--- config.mk ---
export PLATFORM = sky130hd
export DESIGN_NAME = dda_accum_ctrl
export DESIGN_NICKNAME = d
export VERILOG_FILES = /design/src/rtl/dda_accum_ctrl.sv
export SDC_FILE = /design/constraint.sdc
export NUM_CORES = 1
export LEC_CHECK = 0
export ABC_AREA = 1
export ABC_CLOCK_PERIOD_IN_PS = 1700
export CAP_MARGIN = 20
export CORE_MARGIN = 2
export CORE_UTILIZATION = 25
export DETAILED_ROUTE_END_ITERATION = 10
export PLACE_DENSITY = 0.53
export SYNTH_ARGS = -nofsm -noshare
export SYNTH_HDL_FRONTEND = slang
export SYNTH_SLANG_ARGS = --single-unit
--- constraint.sdc ---
create_clock -name clk -period 1.7 [get_ports clk]
set_input_delay 0.255 -clock clk [delete_from_list [all_inputs] [get_ports clk]]
set_output_delay 0.255 -clock clk [all_outputs]
set_load 0.01 [all_outputs]
--- src/rtl/dda_accum_ctrl.sv ---
// dda_accum_ctrl: accumulator/sequencer feeding the DDA output register.
// Adds a latched increment to the fed-back accumulator once per clock for a
// programmed number of steps, counting steps and carries along the way.
module dda_accum_ctrl #(
  parameter int W         = 6,
  parameter int CNT_W     = 8,
  parameter int OVF_CNT_W = 8
) (
  input  logic                 clk,
  input  logic                 i_rst,
  input  logic                 i_start,
  input  logic [W-1:0]         i_inc,
  input  logic [CNT_W-1:0]     i_nsteps,
  input  logic                 i_clr_acc,
  input  logic [W-1:0]         i_fbk,
  output logic [W-1:0]         o_sum,
  output logic                 o_ovf,
  output logic                 o_busy,
  output logic                 o_done,
  output logic [CNT_W-1:0]     o_step_cnt,
  output logic [OVF_CNT_W-1:0] o_ovf_cnt
);

  typedef enum logic [1:0] {IDLE, RUN, DONE} state_t;

  state_t                 state_q, state_d;
  logic [W-1:0]           inc_q, inc_d;
  logic [CNT_W-1:0]       nsteps_q, nsteps_d;
  logic [CNT_W-1:0]       step_cnt_q, step_cnt_d;
  logic [OVF_CNT_W-1:0]   ovf_cnt_q, ovf_cnt_d;
  logic [W:0]             add_full;
  logic [W-1:0]           sum_c;
  logic                   ovf_c;

  // Next-state, counter updates and the combinational sum/carry toward the output register.
  always_comb begin
    // NOTE: every signal assigned here gets a default first so no latch is inferred.
    state_d    = state_q;
    inc_d      = inc_q;
    nsteps_d   = nsteps_q;
    step_cnt_d = step_cnt_q;
    ovf_cnt_d  = ovf_cnt_q;
    sum_c      = i_fbk;
    ovf_c      = 1'b0;
    add_full   = {1'b0, i_fbk} + {1'b0, inc_q};

    unique case (state_q)
      IDLE: begin
        if (i_start) begin
          // Start takes priority over a simultaneous accumulator clear.
          inc_d      = i_inc;
          nsteps_d   = i_nsteps;
          step_cnt_d = '0;
          ovf_cnt_d  = '0;
          state_d    = (i_nsteps == '0) ? DONE : RUN;
        end else if (i_clr_acc) begin
          sum_c = '0;
        end
      end
      RUN: begin
        sum_c      = add_full[W-1:0];
        ovf_c      = add_full[W];
        step_cnt_d = step_cnt_q + CNT_W'(1);
        if (add_full[W] && (ovf_cnt_q != '1)) begin
          ovf_cnt_d = ovf_cnt_q + OVF_CNT_W'(1);
        end
        // nsteps_q is non-zero whenever RUN is entered, so the subtraction never wraps.
        if (step_cnt_q == nsteps_q - CNT_W'(1)) begin
          state_d = DONE;
        end
      end
      DONE: begin
        state_d = IDLE;
      end
      default: begin
        state_d = IDLE;
      end
    endcase
  end

  // Register FSM state, latched run parameters and counters; synchronous reset.
  always_ff @(posedge clk) begin
    // NOTE: sequential state uses non-blocking assignments so every flop samples pre-edge values.
    if (i_rst) begin
      state_q    <= IDLE;
      inc_q      <= '0;
      nsteps_q   <= '0;
      step_cnt_q <= '0;
      ovf_cnt_q  <= '0;
    end else begin
      state_q    <= state_d;
      inc_q      <= inc_d;
      nsteps_q   <= nsteps_d;
      step_cnt_q <= step_cnt_d;
      ovf_cnt_q  <= ovf_cnt_d;
    end
  end

  // Outputs are forced quiet while reset is asserted so the output register clears too.
  always_comb begin
    o_sum      = i_rst ? '0 : sum_c;
    o_ovf      = i_rst ? 1'b0 : ovf_c;
    o_busy     = !i_rst && (state_q == RUN);
    o_done     = !i_rst && (state_q == DONE);
    o_step_cnt = step_cnt_q;
    o_ovf_cnt  = ovf_cnt_q;
  end

endmodule
==> results.py <==
metrics = {
    "clock_network": {
        "clock_sinks": 32,
        "ctsLongestPathBuffers": 2,
        "ctsRootBufferMaster": "clkbuf_8",
        "ctsHoldBuffers": 0,
        "clkTransAtPathRegs_ps": 70,
        "htreeDepth": 2,
        "cts_buffers": 5,
        "clock_latency_ps": 290,
        "cts_tree": "built",
    },
    "global_route": {
        "grt_pass1_vias": 2115,
        "grt_first_pass_wirelength_mm": 9.922,
        "gr-total-overflow": 0,
        "grt_max_degree": 18,
        "grt.total_usage_pct": 14.16,
        "grt_antenna_before_repair": 0,
    },
    "floorplanning": {
        "die_area_mm2": 0.008833,
        "ios": 49,
        "initial_core_util_pct": 26.06,
        "die_x_um": 93.99,
        "rows": 32,
        "core_area_mm2": 0.007767,
        "dieHeight_um": 93.99,
    },
    "worst_setup_path": {
        "end_kind": "output pin",
        "crit_family": "adder cells",
        "cp.buffers_inverters": 2,
        "cp_slowest_cell": "fa_2",
        "arrival_ps": 1800,
        "path_max_fanout": 3,
        "worstPathRequired_ps": 1440,
        "path_cells": "ha_4 > fa_2 > buf_4 > a21oi_2 > o21ai_1 > a21oi_1 > buf_2",
        "setup.worst_path.start_class": "flip-flop",
        "worstSetupPathType": "flip-flop to output pin",
        "timing.critical_path.slowest_cell_delay_ps": 380,
    },
    "pwr": {
        "powerDensity_mw_per_mm2": 696.3,
        "p_leak_nw": 1.304,
        "irDropWorstVdd_mv": 0.2909,
        "p_total_mw": 2.203,
    },
    "logic_synthesis": {
        "yosysTopAreaCellShare_pct": 31.64,
        "synth_edf_count": 0,
        "yosys-top-cells-area": "dfxtp_1 32%, nand2_1 9.6%, a21oi_1 7.9%",
        "ys_ff_latch": 32,
        "synthesis.area_mm2": 0.002024,
        "seq_area_frac_synth_pct": 31.64,
        "synthDistinctLibCells": 34,
        "post-synth-top-count-cell": "nand2_1",
        "syn_inst": 294,
        "avgSynthCellArea_um2": 6.886,
        "synth_top_area_cell": "dfxtp_1",
        "syn-num-nets": 328,
        "async_flop_share_pct": 0,
        "synth_common_cells": "52 x nand2_1, 42 x nor2_1, 32 x a21oi_1, 32 x dfxtp_1, 26 x inv_1",
        "synth_top_flop_cell": "dfxtp_1",
        "yosys_warnings": 0,
    },
    "placed_design": {
        "placed_area_mm2": 0.002816,
        "dp.cells": 464,
        "portBuffers": 48,
        "hpwl_mm": 4.340,
        "routabilityCongestion": 0.8598,
        "preCtsSetupSlack_ps": -989.5,
    },
    "hold_path": {
        "hp-class": "flip-flop to flip-flop",
    },
    "final_layout": {
        "final_util_pct": 40.74,
        "final_layout_size_suffix_gt1_share_pct": 27.93,
        "num_antenna_cells": 0,
        "syn_to_final_growth_pct": 56.30,
        "layoutNonFillerInstCount": 478,
        "fin_nets": 409,
        "final_area_mm2": 0.003164,
        "fillers": 827,
    },
    "timing": {
        "maxSlewHeadroom_pct": 79.12,
        "tightest_slew_ps": 310.3,
        "setup_slack_ps": -353.3,
        "finalSetupTns_ps": -1513,
        "max_freq_ghz": 0.4870,
        "whs_ps": 491.0,
        "setup_viol": 12,
        "timing.final.crit_period_ps": 2053,
        "rsz0062_at_grt": "true",
        "skew_ps": 3.562,
        "drv_slew": 0,
        "period_share_pct": 120.8,
        "hold_viol_final": 0,
    },
    "drt": {
        "wl_mm": 5.994,
        "drtAntennaViolNets": 0,
        "drc": 0,
        "wl_per_cell_um": 12.54,
        "firstDrtPassIters": 4,
        "detail_route.vias_per_cell": 4.521,
        "vias": 2161,
        "drtIter0Drc": 60,
    },
    "run": {
        "cap_viol_max_count": 0,
    },
    "run_status": {
        "run_status": "complete, but fails checks",
        "violations": "setup timing",
    },
}
flip-flops by register name, summed over array words and instances, names as in the netlist:
signal      flops
inc_q           6
nsteps_q        8
o_ovf_cnt       8
o_step_cnt      8
state_q         2
placed cells by master, fill, tap and decap left out, types with 2 or more instances in the layout:
| cell | n |
|---|---|
| inv_1 | 24 |
| nor2_1 | 41 |
| inv_2 | 4 |
| nor3_2 | 2 |
| nand2_4 | 4 |
| ha_4 | 5 |
| xor2_1 | 5 |
| a31oi_4 | 2 |
| nand4_1 | 5 |
| a21oi_2 | 8 |
| clkbuf_1 | 2 |
| dfxtp_1 | 27 |
| buf_6 | 3 |
| buf_4 | 31 |
| clkdlybuf4s50_1 | 32 |
| o21ai_0 | 19 |
| nor2_4 | 3 |
| nand2_2 | 4 |
| nand2_1 | 48 |
| nor4_1 | 2 |
| dfxtp_2 | 5 |
| nand3_2 | 10 |
| a21oi_1 | 24 |
| clkbuf_8 | 6 |
| buf_2 | 7 |
| nor3_1 | 3 |
| ha_1 | 4 |
| a211oi_1 | 2 |
| dlygate4sd2_1 | 9 |
| xnor2_1 | 3 |
| nand3_1 | 15 |
| o21ai_1 | 3 |
repair_timing:
| action | CTS | global route |
|---|---|---|
| pin swaps | 15 | 16 |
| gates cloned | 1 | 0 |
| setup buffers | 4 | 1 |
| setup endpoints to repair | 17 | 15 |
| resized for setup | 72 | 23 |
kinds of logic (layout without fill, tap and decap cells):
| family | after synthesis | count (layout) | synth area share (%) |
|---|---|---|---|
| AOI/OAI and AO/OA | 63 | 63 | 17.37 |
| xor gates and xnor gates | 8 | 8 | 3.461 |
| adders and majority gates | 10 | 10 | 6.551 |
| buffers and inverters | 39 | 120 | 8.219 |
| DFF | 32 | 32 | 31.64 |
| and+or+nand+nor | 142 | 143 | 32.76 |
layer usage:
metal / vias up / track usage [%] / share of wire, %
li1: 1139 / - / -
met1: 980 / 18.19 / 47
met2: 37 / 23.45 / 47
met3: 5 / 3.130 / 4.5
met4: 0 / 4.589 / 1.2
met5: - / 0 / 0
tightest hold or removal path, stage by stage, from the launching register on:
cell	delay, ps
dfxtp_1	320
inv_1	70
a21oi_1	60
final timing paths:
check	cells past startpoint	slack, ps	end	from
worst min register to register	2	490	nsteps_q[1]	nsteps_q[1]
worst min-delay path	2	490	nsteps_q[1]	nsteps_q[1]
worst max register to register	9	-30	o_ovf_cnt[7]	inc_q[0]
worst max-delay path	7	-350	o_sum[2]	inc_q[0]
cell type report:
cell class                      instances  area, um2  share of cell area, %
Inverter                               29      111.4                  3.519
Multi-Input combinational cell        224       1468                  46.38
Timing Repair Buffer                   83      720.7                  22.78
Tap cell                              102      127.6                  4.033
Clock buffer                            8      90.09                  2.847
Sequential cell                        32      646.9                  20.44
report_power, final:
part / switching [mW] / total (mW) / internal (mW)
combinational: 0.393 / 0.739 / 0.346
sequential: 0.0401 / 0.836 / 0.796
clock: 0.298 / 0.629 / 0.331
(Power assumes the default switching activity.)
